===== src/rtl/led_status_pkg.sv =====
// Shared mode/state types and timing helper for the multi-channel LED status block.
package led_status_pkg;

    typedef enum logic [1:0] {
        LED_OFF  = 2'b00,
        LED_ON   = 2'b01,
        LED_SLOW = 2'b10,
        LED_CODE = 2'b11
    } led_mode_e;

    typedef enum logic [1:0] {
        ST_IDLE      = 2'd0,
        ST_PULSE_ON  = 2'd1,
        ST_PULSE_OFF = 2'd2,
        ST_GAP       = 2'd3
    } code_st_e;

    function automatic int ms_to_cycles(input int clk_freq_hz);
        return clk_freq_hz / 1000;
    endfunction

endpackage


===== src/rtl/led_status_chan.sv =====
// One LED channel: mode capture, ms timer, slow blink and blink-code sequencer.
module led_status_chan
    import led_status_pkg::*;
#(
    parameter int SLOW_HALF_MS = 500,
    parameter int FAST_HALF_MS = 100,
    parameter int CODE_W       = 3
) (
    input  logic              clk_50m,
    input  logic              rst_n,
    input  logic              tick_ms,
    input  logic [1:0]        mode_i,
    input  logic [CODE_W-1:0] code_i,
    output logic              led_o
);

    localparam int GAP_MS = 2 * SLOW_HALF_MS;
    localparam int GAP_W  = $clog2(GAP_MS);
    localparam int FAST_W = $clog2(FAST_HALF_MS);
    localparam int TMR_W  = (GAP_W > FAST_W) ? GAP_W : FAST_W;

    localparam logic [TMR_W-1:0] SLOW_LAST = TMR_W'(SLOW_HALF_MS - 1);
    localparam logic [TMR_W-1:0] FAST_LAST = TMR_W'(FAST_HALF_MS - 1);
    localparam logic [TMR_W-1:0] GAP_LAST  = TMR_W'(GAP_MS - 1);

    led_mode_e         mode_q, mode_d;
    code_st_e          st_q, st_d;
    logic [TMR_W-1:0]  timer_q, timer_d;
    logic [CODE_W-1:0] cnt_q, cnt_d;
    logic              led_q, led_d;

    led_mode_e mode_in;
    logic      code_nz;

    assign mode_in = led_mode_e'(mode_i);
    assign code_nz = |code_i;

    always_comb begin
        mode_d  = mode_q;
        st_d    = st_q;
        timer_d = timer_q;
        cnt_d   = cnt_q;
        led_d   = led_q;

        if (mode_in != mode_q) begin
            // A mode change restarts the channel on this very edge; any coincident tick is dropped.
            mode_d  = mode_in;
            timer_d = '0;
            st_d    = ST_IDLE;
            case (mode_in)
                LED_OFF:  led_d = 1'b0;
                LED_ON:   led_d = 1'b1;
                LED_SLOW: led_d = 1'b1;
                default: begin
                    cnt_d = code_i;
                    st_d  = code_nz ? ST_PULSE_ON : ST_GAP;
                    led_d = code_nz;
                end
            endcase
        end else begin
            case (mode_q)
                LED_OFF: led_d = 1'b0;
                LED_ON:  led_d = 1'b1;
                LED_SLOW: begin
                    if (tick_ms) begin
                        if (timer_q == SLOW_LAST) begin
                            led_d   = ~led_q;
                            timer_d = '0;
                        end else begin
                            timer_d = timer_q + 1'b1;
                        end
                    end
                end
                default: begin
                    if (tick_ms) begin
                        timer_d = timer_q + 1'b1;
                        case (st_q)
                            ST_PULSE_ON: begin
                                if (timer_q == FAST_LAST) begin
                                    st_d    = ST_PULSE_OFF;
                                    led_d   = 1'b0;
                                    cnt_d   = cnt_q - 1'b1;
                                    timer_d = '0;
                                end
                            end
                            ST_PULSE_OFF: begin
                                if (timer_q == FAST_LAST) begin
                                    st_d    = (cnt_q != '0) ? ST_PULSE_ON : ST_GAP;
                                    led_d   = (cnt_q != '0);
                                    timer_d = '0;
                                end
                            end
                            ST_GAP: begin
                                // Code is only re-sampled here, so mid-burst changes wait for the gap end.
                                if (timer_q == GAP_LAST) begin
                                    cnt_d   = code_i;
                                    st_d    = code_nz ? ST_PULSE_ON : ST_GAP;
                                    led_d   = code_nz;
                                    timer_d = '0;
                                end
                            end
                            default: begin
                                st_d    = ST_GAP;
                                led_d   = 1'b0;
                                timer_d = '0;
                            end
                        endcase
                    end
                end
            endcase
        end
    end

    always_ff @(posedge clk_50m or negedge rst_n) begin
        if (!rst_n) begin
            mode_q  <= LED_OFF;
            st_q    <= ST_IDLE;
            timer_q <= '0;
            cnt_q   <= '0;
            led_q   <= 1'b0;
        end else begin
            mode_q  <= mode_d;
            st_q    <= st_d;
            timer_q <= timer_d;
            cnt_q   <= cnt_d;
            led_q   <= led_d;
        end
    end

    assign led_o = led_q;

endmodule


===== src/rtl/led_status_ctrl.sv =====
// Multi-channel LED status indicator with a shared 1 ms prescaler.
// Define LED_ACTIVE_LOW_EN to drive the LEDs active-low (lit = 0, reset = all ones).
module led_status_ctrl
    import led_status_pkg::*;
#(
    parameter int CLK_FREQ_HZ  = 50000000,
    parameter int NUM_CH       = 4,
    parameter int SLOW_HALF_MS = 500,
    parameter int FAST_HALF_MS = 100,
    parameter int CODE_W       = 3
) (
    input  logic                     clk_50m,
    input  logic                     rst_n,
    input  logic [2*NUM_CH-1:0]      mode_i,
    input  logic [CODE_W*NUM_CH-1:0] code_i,
    output logic [NUM_CH-1:0]        led
);

    localparam int DIV   = ms_to_cycles(CLK_FREQ_HZ);
    localparam int PRE_W = $clog2(DIV);
    localparam logic [PRE_W-1:0] PRE_LAST = PRE_W'(DIV - 1);

    logic [PRE_W-1:0]  presc_q, presc_d;
    logic              tick_ms;
    logic [NUM_CH-1:0] led_raw;

    // Free-running: mode changes never touch the prescaler phase.
    always_comb begin
        tick_ms = (presc_q == PRE_LAST);
        presc_d = tick_ms ? '0 : presc_q + 1'b1;
    end

    always_ff @(posedge clk_50m or negedge rst_n) begin
        if (!rst_n) begin
            presc_q <= '0;
        end else begin
            presc_q <= presc_d;
        end
    end

    for (genvar k = 0; k < NUM_CH; k++) begin : g_chan
        led_status_chan #(
            .SLOW_HALF_MS (SLOW_HALF_MS),
            .FAST_HALF_MS (FAST_HALF_MS),
            .CODE_W       (CODE_W)
        ) u_chan (
            .clk_50m (clk_50m),
            .rst_n   (rst_n),
            .tick_ms (tick_ms),
            .mode_i  (mode_i[2*k +: 2]),
            .code_i  (code_i[CODE_W*k +: CODE_W]),
            .led_o   (led_raw[k])
        );
    end

`ifdef LED_ACTIVE_LOW_EN
    assign led = ~led_raw;
`else
    assign led = led_raw;
`endif

endmodule


===== config.mk =====
export PLATFORM = sky130hd
export DESIGN_NAME = led_status_ctrl
export DESIGN_NICKNAME = d
export VERILOG_FILES = /design/src/rtl/led_status_pkg.sv /design/src/rtl/led_status_chan.sv /design/src/rtl/led_status_ctrl.sv
export SDC_FILE = /design/constraint.sdc
export NUM_CORES = 1
export LEC_CHECK = 0
export ABC_AREA = 1
export BUFFER_PORTS_ARGS = -buffer_cell sky130_fd_sc_hd__buf_2
export CAP_MARGIN = 20
export CORE_ASPECT_RATIO = 1.2
export CORE_MARGIN = 1
export CORE_UTILIZATION = 40
export DETAILED_ROUTE_END_ITERATION = 8
export HOLD_SLACK_MARGIN = 0.1
export PLACE_DENSITY = 0.61
export SLEW_MARGIN = 20
export SYNTH_ARGS = -nofsm -noshare
export SYNTH_HDL_FRONTEND = slang
export SYNTH_HIERARCHICAL = 1
export SYNTH_SLANG_ARGS = --single-unit

===== constraint.sdc =====
create_clock -name clk_50m -period 5.55 [get_ports clk_50m]
set_clock_uncertainty 0.2 [all_clocks]
set_input_delay 1.11 -clock clk_50m [delete_from_list [all_inputs] [get_ports clk_50m]]
set_output_delay 1.11 -clock clk_50m [all_outputs]
set_load 0.03 [all_outputs]

# Yosys cells after proc, flatten, opt, wreduce, memory -nomap -nowiden
# Index checks and enable logic that the tools add are counted.
# W data, S select, Z words.
# totals
register_bits	88
wordCells	328
out_inout_bits	4
# op_classes
bitwise	4
n_reduce_logical	64
mux	141
eq_ne	89
n_addsub	9
# ops
op	n
$mux W10	24
$pmux W10 S2	8
$mux W2	36
$mux W3	24
$ne A3 B1 Y1 const B	18
$ne A6 B1 Y1 const B	8
$reduce_and A6 Y1	8
$add A10 B1 Y10 const B	4
$eq A10 B10 Y1 const B	4
$eq A10 B7 Y1 const B	4
$eq A10 B9 Y1 const B	4
$reduce_or A3 Y1	12
$eq A2 B2 Y1 const B	16
$mux W1	28
$eq A2 B1 Y1 const B	12
$ne A6 B4 Y1 const B	4
$pmux W1 S3	8
$pmux W2 S3	4
$pmux W3 S2	4
$reduce_bool A3 Y1	8
$reduce_or A2 Y1	12
$reduce_and A5 Y1	4
$add A16 B1 Y16 const B	1
$eq A16 B16 Y1 const B	1
other kinds (12)	51

# Longest topological paths before layout
# Gate-level depths: netlist of run 1.
# logic_depth
ltp_word	7
mapped_depth	13
ltp_nobuf	13

# By module
# Netlist of run 1, hierarchy kept.
# by_module_without_submodules
module	n_inst	cells_per_inst	area_each_um2
led_status_chan (g_chan[0].u_chan ...)	3	210	1574.0
led_status_chan (g_chan[3].u_chan)	1	210	1569.0
led_status_ctrl	1	120	878.3

# Worst setup path after synthesis of run 1
# No wires, ideal clock.
# synth_timing
path_kind	input port to flip-flop
startpoint	in mode_i[7]
endpoint	reg g_chan[3].u_chan.st_q[1]
path_slack_ns	3.339
cell_stages	10
arrival_time_ns	1.895
path_cell_list	inv_1 -> nand2_1 -> nand2_2 -> nor2_8 -> buf_12 -> nand3_2 -> nand2_4 -> inv_4 -> nand3_1 -> nand2_1
# synth_via
elab_chain_cells	4
word_cells_on_any_way	13
# synth_lines
element	line	source
start, declared	led_status_ctrl.sv:14	input logic [2*NUM_CH-1:0] mode_i,
$eq A2 B1 Y1 (tied with other cells)	led_status_chan.sv:50	case (mode_in)
$reduce_or A3 Y1 (no source line)	-	
$mux W2	led_status_chan.sv:50	
$mux W2	led_status_chan.sv:45	if (mode_in != mode_q) begin
end signal, assigned	led_status_chan.sv:123	st_q <= st_d;
end, declared	led_status_chan.sv:27	code_st_e st_q, st_d;
# Parallel ways exist; a longest one is shown, timed or not.
# A chain may end at the register's enable or synchronous reset.

# Worst setup path after layout of run 1
# layout_timing
startpoint	reg presc_q[0]
endpoint	reg g_chan[3].u_chan.timer_q[8]
# layout_via
elab_chain_cells	3
# layout_lines
element	line	source
start, declared	led_status_ctrl.sv:23	logic [PRE_W-1:0] presc_q, presc_d;
start signal, assigned	led_status_ctrl.sv:37	presc_q <= presc_d;
$eq A16 B16 Y1	led_status_ctrl.sv:29	tick_ms = (presc_q == PRE_LAST);
via tick_ms	led_status_ctrl.sv:24	logic tick_ms;
$reduce_bool A2 Y1 (no source line)	-	
$reduce_and A2 Y1 (no source line)	-	
end signal, assigned	led_status_chan.sv:124	timer_q <= timer_d;
end, declared	led_status_chan.sv:28	logic [TMR_W-1:0] timer_q, timer_d;
# The timed path passes the listed nets, and every way through them passes these cells.

==> metrics, run 1 <==
Top FF cell, synth=dfrtp_1; final hold slack=0.272 ns; RSZ-0062 raised after global routing=false; Switch Pwr=approximately 0.64 mW; initial antenna violation count=0; Critical R2R Launch=presc_q[0]$_DFF_PN0_; share of post-route cells with drive strength above 1=0.183; final core utilization=0.442; Core Rows=53; first drt pass iteration count=4; H-tree lvl count=3; commonest non-fill, non-tap cells in the layout=nand2_1 (266), inv_1 (127), nor2_1 (89); total vias in the final route=5738; hold path cells=2; DR WL/cell=11.1 um; CP bufs+invs=3; Seq pwr share=0.406; Crit Path Class=reg2reg; largest net degree at the start of global routing=48; CTS buffer count=9; Leakage=3.82 nW; die area=18500 um^2; Avg Vias per Cell=4.75; Final Max Tran Viols=0; n_diodes=0; Clock Power Share=0.309; worst hold endpoint=g_chan[3].u_chan/cnt_q[1]$_DFFE_PN0P_; r2r setup slk=~2.9 ns; period utilization=0.477; peak supply drop=0.139 mV; IO buf count=25; Area Growth Syn to Fin=8.01%; asr flop ratio synth=1.00; clk buf depth=2; distinct cell type count after synthesis=35; Reg2Reg Capture Point=g_chan[3].u_chan/timer_q[8]$_DFFE_PN0P_; power density over the cells=239 nW/um^2; critical path data arrival time=2.68 ns; Worst path max stage delay=0.40 ns; GR Util All Layers=0.155; # DRC=0; Mapped Nets=approximately 1000; Post-CTS Hold Buffers=0; crit-path max FO=15; number of nets with antenna violations after routing=0; Yosys reg bits=88; run status=finished, final reports clean; Synth Warn #=6; most common cell after layout, fill and taps aside=nand2_1; Slew HR=0.595; Post-CTS Setup Bufs=0; critical path's top delay family=buffers and inverters; Core Box Area=~18000 um^2; first-pass GRT wire length=24000 um; sequential area share after synthesis=0.307; Period minus WS final=about 2.6 ns; cell-internal power=around 1.2 mW; Cell Area, Synth=7170 um^2; worst-margin pin slew=0.607 ns; Hold Path Class=reg2reg; Mapped Cells=960; Peak Freq=0.378 GHz; grt ovf=0; Req. time, crit path=5.58 ns; Clock Tree Root=clkbuf_16; Die W=124 um; setup TNS=0 ns; worst min-delay path startpoint=g_chan[3].u_chan/cnt_q[1]$_DFFE_PN0P_; final net count=1060; Cell Chain, Critical Path=ha_1, nand3_1, nor2_1, nand2_2, inv_2, inv_1, o21ai_2, inv_1, a21oi_2, nor2_1; max-cap viol count=0; CTS tree=done; I/O Pins=26; Initial Utilization=0.410; Sw Share=0.344; PostCTS Resize Cnt=0; Comb power frac=0.286; Clock Pin Slew Worst Setup and Hold Paths=0.06 ns; final hold vios=0; Sink Count=88; Post-synth EDFFs=0; FF-to-FF path depth=10; CP Capture Type=flip-flop; post-DP HPWL=between 10000 and 15000 um; vias in the first global route=5482; crit start category=flip-flop; Final Wtd Congestion=0.823; Iter 0 DRT Violations=190; Crit-path slowest cell=dfrtp_1; drt total wl=13400 um; worst skew pair latency=0.34 ns; Post-Syn Area per Cell=roughly 7.5 um^2; Finish-stage setup viols=0; Die Y=~150 um
[worst min-delay path, delay by kind of cell (launching register included)]
family	cells	cell delay (ns)
DFF	1	0.34
and+or+nand+nor	2	0.10
[stage by stage]
| stage | total power, mW | setup slack (ns) | area [um^2] | cells |
|---|---|---|---|---|
| 3_5_place_dp | 1.30 | 2.87 | 7470 | 1194 |
| 3_3_place_gp | 1.29 | 2.94 | 7470 | 1194 |
| 6_report | 1.85 | 2.90 | 7740 | 1209 |
| 2_1_floorplan | 1.19 | 3.34 | 7170 | 960 |
| 4_1_cts | 1.89 | 2.87 | 7740 | 1209 |
| 5_1_grt | 1.99 | 2.64 | 7740 | 1209 |
[cell usage after synthesis (8+ instances only)]
| master | count | area share |
|---|---|---|
| nand2_2 | 8 | 0.0070 |
| xor2_1 | 21 | 0.026 |
| nand2_4 | 19 | 0.030 |
| inv_2 | 17 | 0.0089 |
| o21ai_0 | 14 | 0.0098 |
| o21ai_2 | 37 | 0.045 |
| nor2_4 | 8 | 0.013 |
| nand3_2 | 13 | 0.018 |
| clkbuf_1 | 8 | 0.0042 |
| o21ai_1 | 15 | 0.010 |
| nor2_2 | 15 | 0.013 |
| nand3_1 | 79 | 0.055 |
| nand2_1 | 266 | 0.14 |
| nor2_1 | 89 | 0.047 |
| nand4_1 | 14 | 0.012 |
| xnor2_1 | 8 | 0.0098 |
| inv_1 | 127 | 0.066 |
| dfrtp_1 | 88 | 0.31 |
| ha_1 | 53 | 0.092 |
[power by group through the flow]
stage	Sequential [mW]	Clock (mW)	Combinational [mW]
floorplan	0.766	0	0.422
global placement	0.761	0	0.532
detailed placement	0.762	0	0.535
CTS	0.751	0.598	0.537
global route	0.759	0.620	0.608
finish	0.750	0.570	0.528
[worst max-delay path by stage]
stage                               startpoint                                      end  slack (ns)  depth (start not counted)
after detailed placement  presc_q[0]$_DFF_PN0_  g_chan[3].u_chan/timer_q[8]$_DFFE_PN0P_        2.87                         10
final                     presc_q[0]$_DFF_PN0_  g_chan[3].u_chan/timer_q[8]$_DFFE_PN0P_        2.90                         10
after CTS                 presc_q[0]$_DFF_PN0_  g_chan[3].u_chan/timer_q[8]$_DFFE_PN0P_        2.87                         10
after global placement    presc_q[0]$_DFF_PN0_  g_chan[3].u_chan/timer_q[9]$_DFFE_PN0P_        2.94                         10
after floorplan                      mode_i[7]     g_chan[3].u_chan/st_q[1]$_DFFE_PN0P_        3.34                         10
after global routing      presc_q[0]$_DFF_PN0_  g_chan[3].u_chan/timer_q[8]$_DFFE_PN0P_        2.64                         10
[layout make-up]
cell class	instances	area [um^2]
inverter	152	581
timing repair buffer	26	135
clock inverter	3	17.5
tap	220	275
clock buffer	12	256
multi-input combinational	708	4280
sequential	88	2200
fill	1862	9760
[per-layer routing]
layer / vias to the layer above / global-route usage / wire length [um]
li1: 3063 / - / -
met1: 2617 / 0.186 / 6200
met2: 41 / 0.282 / 6730
met3: 17 / 0.0173 / 200
met4: 0 / 0.0614 / 266
met5: - / 0 / 0
[registers in the layout (all words and copies together), names as in the netlist]
signal and cells:
g_chan.u_chan/cnt_q 12, g_chan.u_chan/led_o 4, g_chan.u_chan/mode_q 8, g_chan.u_chan/st_q 8, g_chan.u_chan/timer_q 40, presc_q 16
[kinds of logic (layout without fill, tap and decap cells)]
kind of cell	count (synthesis)	in the layout	synth area share
AND/OR/NAND/NOR	528	528	0.371
AO/OA/AOI/OAI	98	98	0.0977
flip-flops	88	88	0.307
buffers and inverters	164	193	0.0963
adder cells (fa/ha/maj)	53	53	0.0925
XOR/XNOR	29	29	0.0354
No activity file was read; power rests on OpenSTA's default activity.
==> inputs of run 2 (changes only) <==
--- a/config.mk
+++ b/config.mk
@@ -5,7 +5,7 @@
 export SDC_FILE = /design/constraint.sdc
 export NUM_CORES = 1
 export LEC_CHECK = 0
-export ABC_AREA = 1
+export ABC_AREA = 0
 export BUFFER_PORTS_ARGS = -buffer_cell sky130_fd_sc_hd__buf_2
 export CAP_MARGIN = 20
 export CORE_ASPECT_RATIO = 1.2
==> constraint.sdc (replaced) <==
create_clock -name clk_50m -period 2.45 [get_ports clk_50m]
set_clock_uncertainty 0.2 [all_clocks]
set_input_delay 0.49 -clock clk_50m [delete_from_list [all_inputs] [get_ports clk_50m]]
set_output_delay 0.49 -clock clk_50m [all_outputs]
set_load 0.03 [all_outputs]
==> metrics, run 2 <==
run status=finished, violations left; failing checks=negative setup slack; n_diodes=0; initial antenna violation count=0; Post-Syn Area per Cell=9.21 um^2; Req. time, crit path=2.48 ns; GR Util All Layers=0.188; post-DP HPWL=11100 um; pre-CTS WS=-0.119 ns; CP Capture Type=flip-flop; critical path's top delay family=simple AND/OR/NAND/NOR gates; Core Box Area=around 16000 um^2; commonest non-fill, non-tap cells in the layout=dfrtp_1 (88), nand2_1 (58), inv_1 (57), buf_4 (57), ha_1 (51); biggest regs=g_chan.u_chan/timer_q (40), presc_q (16), g_chan.u_chan/cnt_q (12); max-cap viol count=0; post-synth top area share=0.338; Biggest register=g_chan.u_chan/timer_q; Die W=118 um; PnR worst setup slack=-0.143 ns; Period minus WS final=2.59 ns; Largest register FFs=40; post-route design area=between 7000 and 8000 um^2; # DRC=0; peak supply drop=around 0.34 mV; DR WL/cell=15.3 um; Synth Warn #=6; Initial Utilization=0.413; critical path data arrival time=2.62 ns; I/O Pins=26; Leakage=3.32 nW; total power=approximately 3.9 mW; sequential area share after synthesis=0.338; final hold vios=0; CTS tree=done; Post-synth EDFFs=0; Final Max Tran Viols=0; Crit Path Class=reg2reg; Yosys reg bits=between 80 and 90; worst-margin pin slew=0.614 ns; DP Area=7160 um^2; Hold Path Class=in2reg; worst setup path start=g_chan[3].u_chan/timer_q[1]$_DFFE_PN0P_; period utilization=1.06; RSZ-0062 raised after global routing=true; Avg Vias per Cell=5.70; vias in the first global route=around 5700; final net count=858; Critical R2R Launch=g_chan[3].u_chan/timer_q[1]$_DFFE_PN0P_; clk buf depth=2; largest net degree at the start of global routing=89; first-pass GRT wire length=26000 um; drt total wl=15300 um; most numerous cell in the Yosys netlist=dfrtp_1; most common cell after layout, fill and taps aside=dfrtp_1; die area=16800 um^2; Iter 0 DRT Violations=367; crit-path max FO=5; synth top area cells=dfrtp_1 (34%), ha_1 (10%), inv_1 (3.3%), nand2_1 (3.3%), nor2_1 (2.9%); number of nets with antenna violations after routing=0; total vias in the final route=around 5700; grt ovf=0; Top FF cell, synth=dfrtp_1; distinct cell type count after synthesis=84; Final Wtd Congestion=0.894; Core Rows=50; crit start category=flip-flop; Synth top cells by count=dfrtp_1 (88), inv_1 (58), nand2_1 (58); asr flop ratio synth=1.00; Mapped Nets=782; leading area contributor after synthesis=dfrtp_1; Slew HR=0.588; Worst path max stage delay=0.48 ns; worst skew pair latency=0.35 ns; Clock Tree Root=clkbuf_16; CTS buffer count=9; Cell Chain, Critical Path=ha_2, or4b_4, or4_4, a211oi_4, buf_6, nor2_4, a221o_1; Cell Area, Synth=6510 um^2; Mapped Cells=707; Die Y=142 um; Peak Freq=0.386 GHz; first drt pass iteration count=5; final hold slack=0.217 ns; share of post-route cells with drive strength above 1=0.221; final core utilization=0.493; Sink Count=approximately 90; Finish-stage setup viols=12; power density over the cells=499 nW/um^2; CP bufs+invs=1; worst min-delay path startpoint=code_i[9]; Crit-path slowest cell=or4_4; Clock Pin Slew Worst Setup and Hold Paths=0.06 ns; H-tree lvl count=3; IO buf count=25; Area Growth Syn to Fin=19.3%
==> run 2: timing repair <==
action                     4_1_cts  5_1_grt
buffers inserted                 7        4
gates cloned                     0        1
hold endpoints to repair        96        0
pin swaps                        6       12
resized for setup                5       23
setup endpoints to repair       11       47
hold buffers                     9        0
==> run 2: layer usage <==
layer | share of wire | vias up | track usage
met1 | 0.43 | 2751 | 0.219
met5 | 0 | - | 0
met3 | 0.027 | 26 | 0.0221
met2 | 0.52 | 125 | 0.342
met4 | 0.021 | 0 | 0.0933
li1 | - | 2769 | -
==> run 2: layout make-up <==
type / count / area (um^2)
Clock buffer: 12 / 246
Clock inverter: 3 / 42.5
Fill cell: 1507 / 8000
Inverter: 58 / 220
Multi-Input combinational cell: 532 / 4110
Sequential cell: 88 / 2200
Tap cell: 208 / 260
Timing Repair Buffer: 94 / 689
==> run 2: cell families (layout without fill, tap and decap cells) <==
group | after synthesis | after routing | synth area share
and+or+nand+nor | 270 | 270 | 0.233
DFF | 88 | 88 | 0.338
xor gates and xnor gates | 31 | 31 | 0.0417
AOI/OAI and AO/OA | 171 | 171 | 0.217
buffers and inverters | 87 | 167 | 0.0571
muxes | 7 | 7 | 0.0111
adders and majority gates | 53 | 53 | 0.102
==> run 2: power by group <==
part	switching, mW	total (mW)	internal, mW
clock	0.564	1.38	0.812
combinational	0.528	0.887	0.359
sequential	0.0733	1.61	1.54
total	1.17	3.87	2.71
==> run 2: worst paths after layout <==
kind / endpoint / slack (ns) / cells after the start
min: g_chan[3].u_chan/cnt_q[0]$_DFFE_PN0P_ / 0.22 / 3
min reg2reg: presc_q[13]$_DFF_PN0_ / 0.30 / 1
max: g_chan[3].u_chan/timer_q[7]$_DFFE_PN0P_ / -0.14 / 7
max reg2reg: g_chan[3].u_chan/timer_q[7]$_DFFE_PN0P_ / -0.14 / 7
max in group asynchronous: g_chan[0].u_chan/timer_q[0]$_DFFE_PN0P_ / 1.14 / 3
min in group asynchronous: g_chan[3].u_chan/cnt_q[1]$_DFFE_PN0P_ / 0.51 / 3
==> run 2: tightest hold or removal path, stage by stage <==
cell and delay, ns:
buf_2 0.11, nand2_1 0.05, o21ai_0 0.06
==> run 2: per-stage QoR <==
| stage | instances | setup TNS [ns] |
|---|---|---|
| 2_1_floorplan | 707 | -0.847 |
| 4_1_cts | 991 | -0.455 |
| 3_3_place_gp | 960 | -0.292 |
| 5_1_grt | 995 | -1.70 |
| 3_5_place_dp | 960 | -0.566 |
| 6_report | 995 | -0.928 |
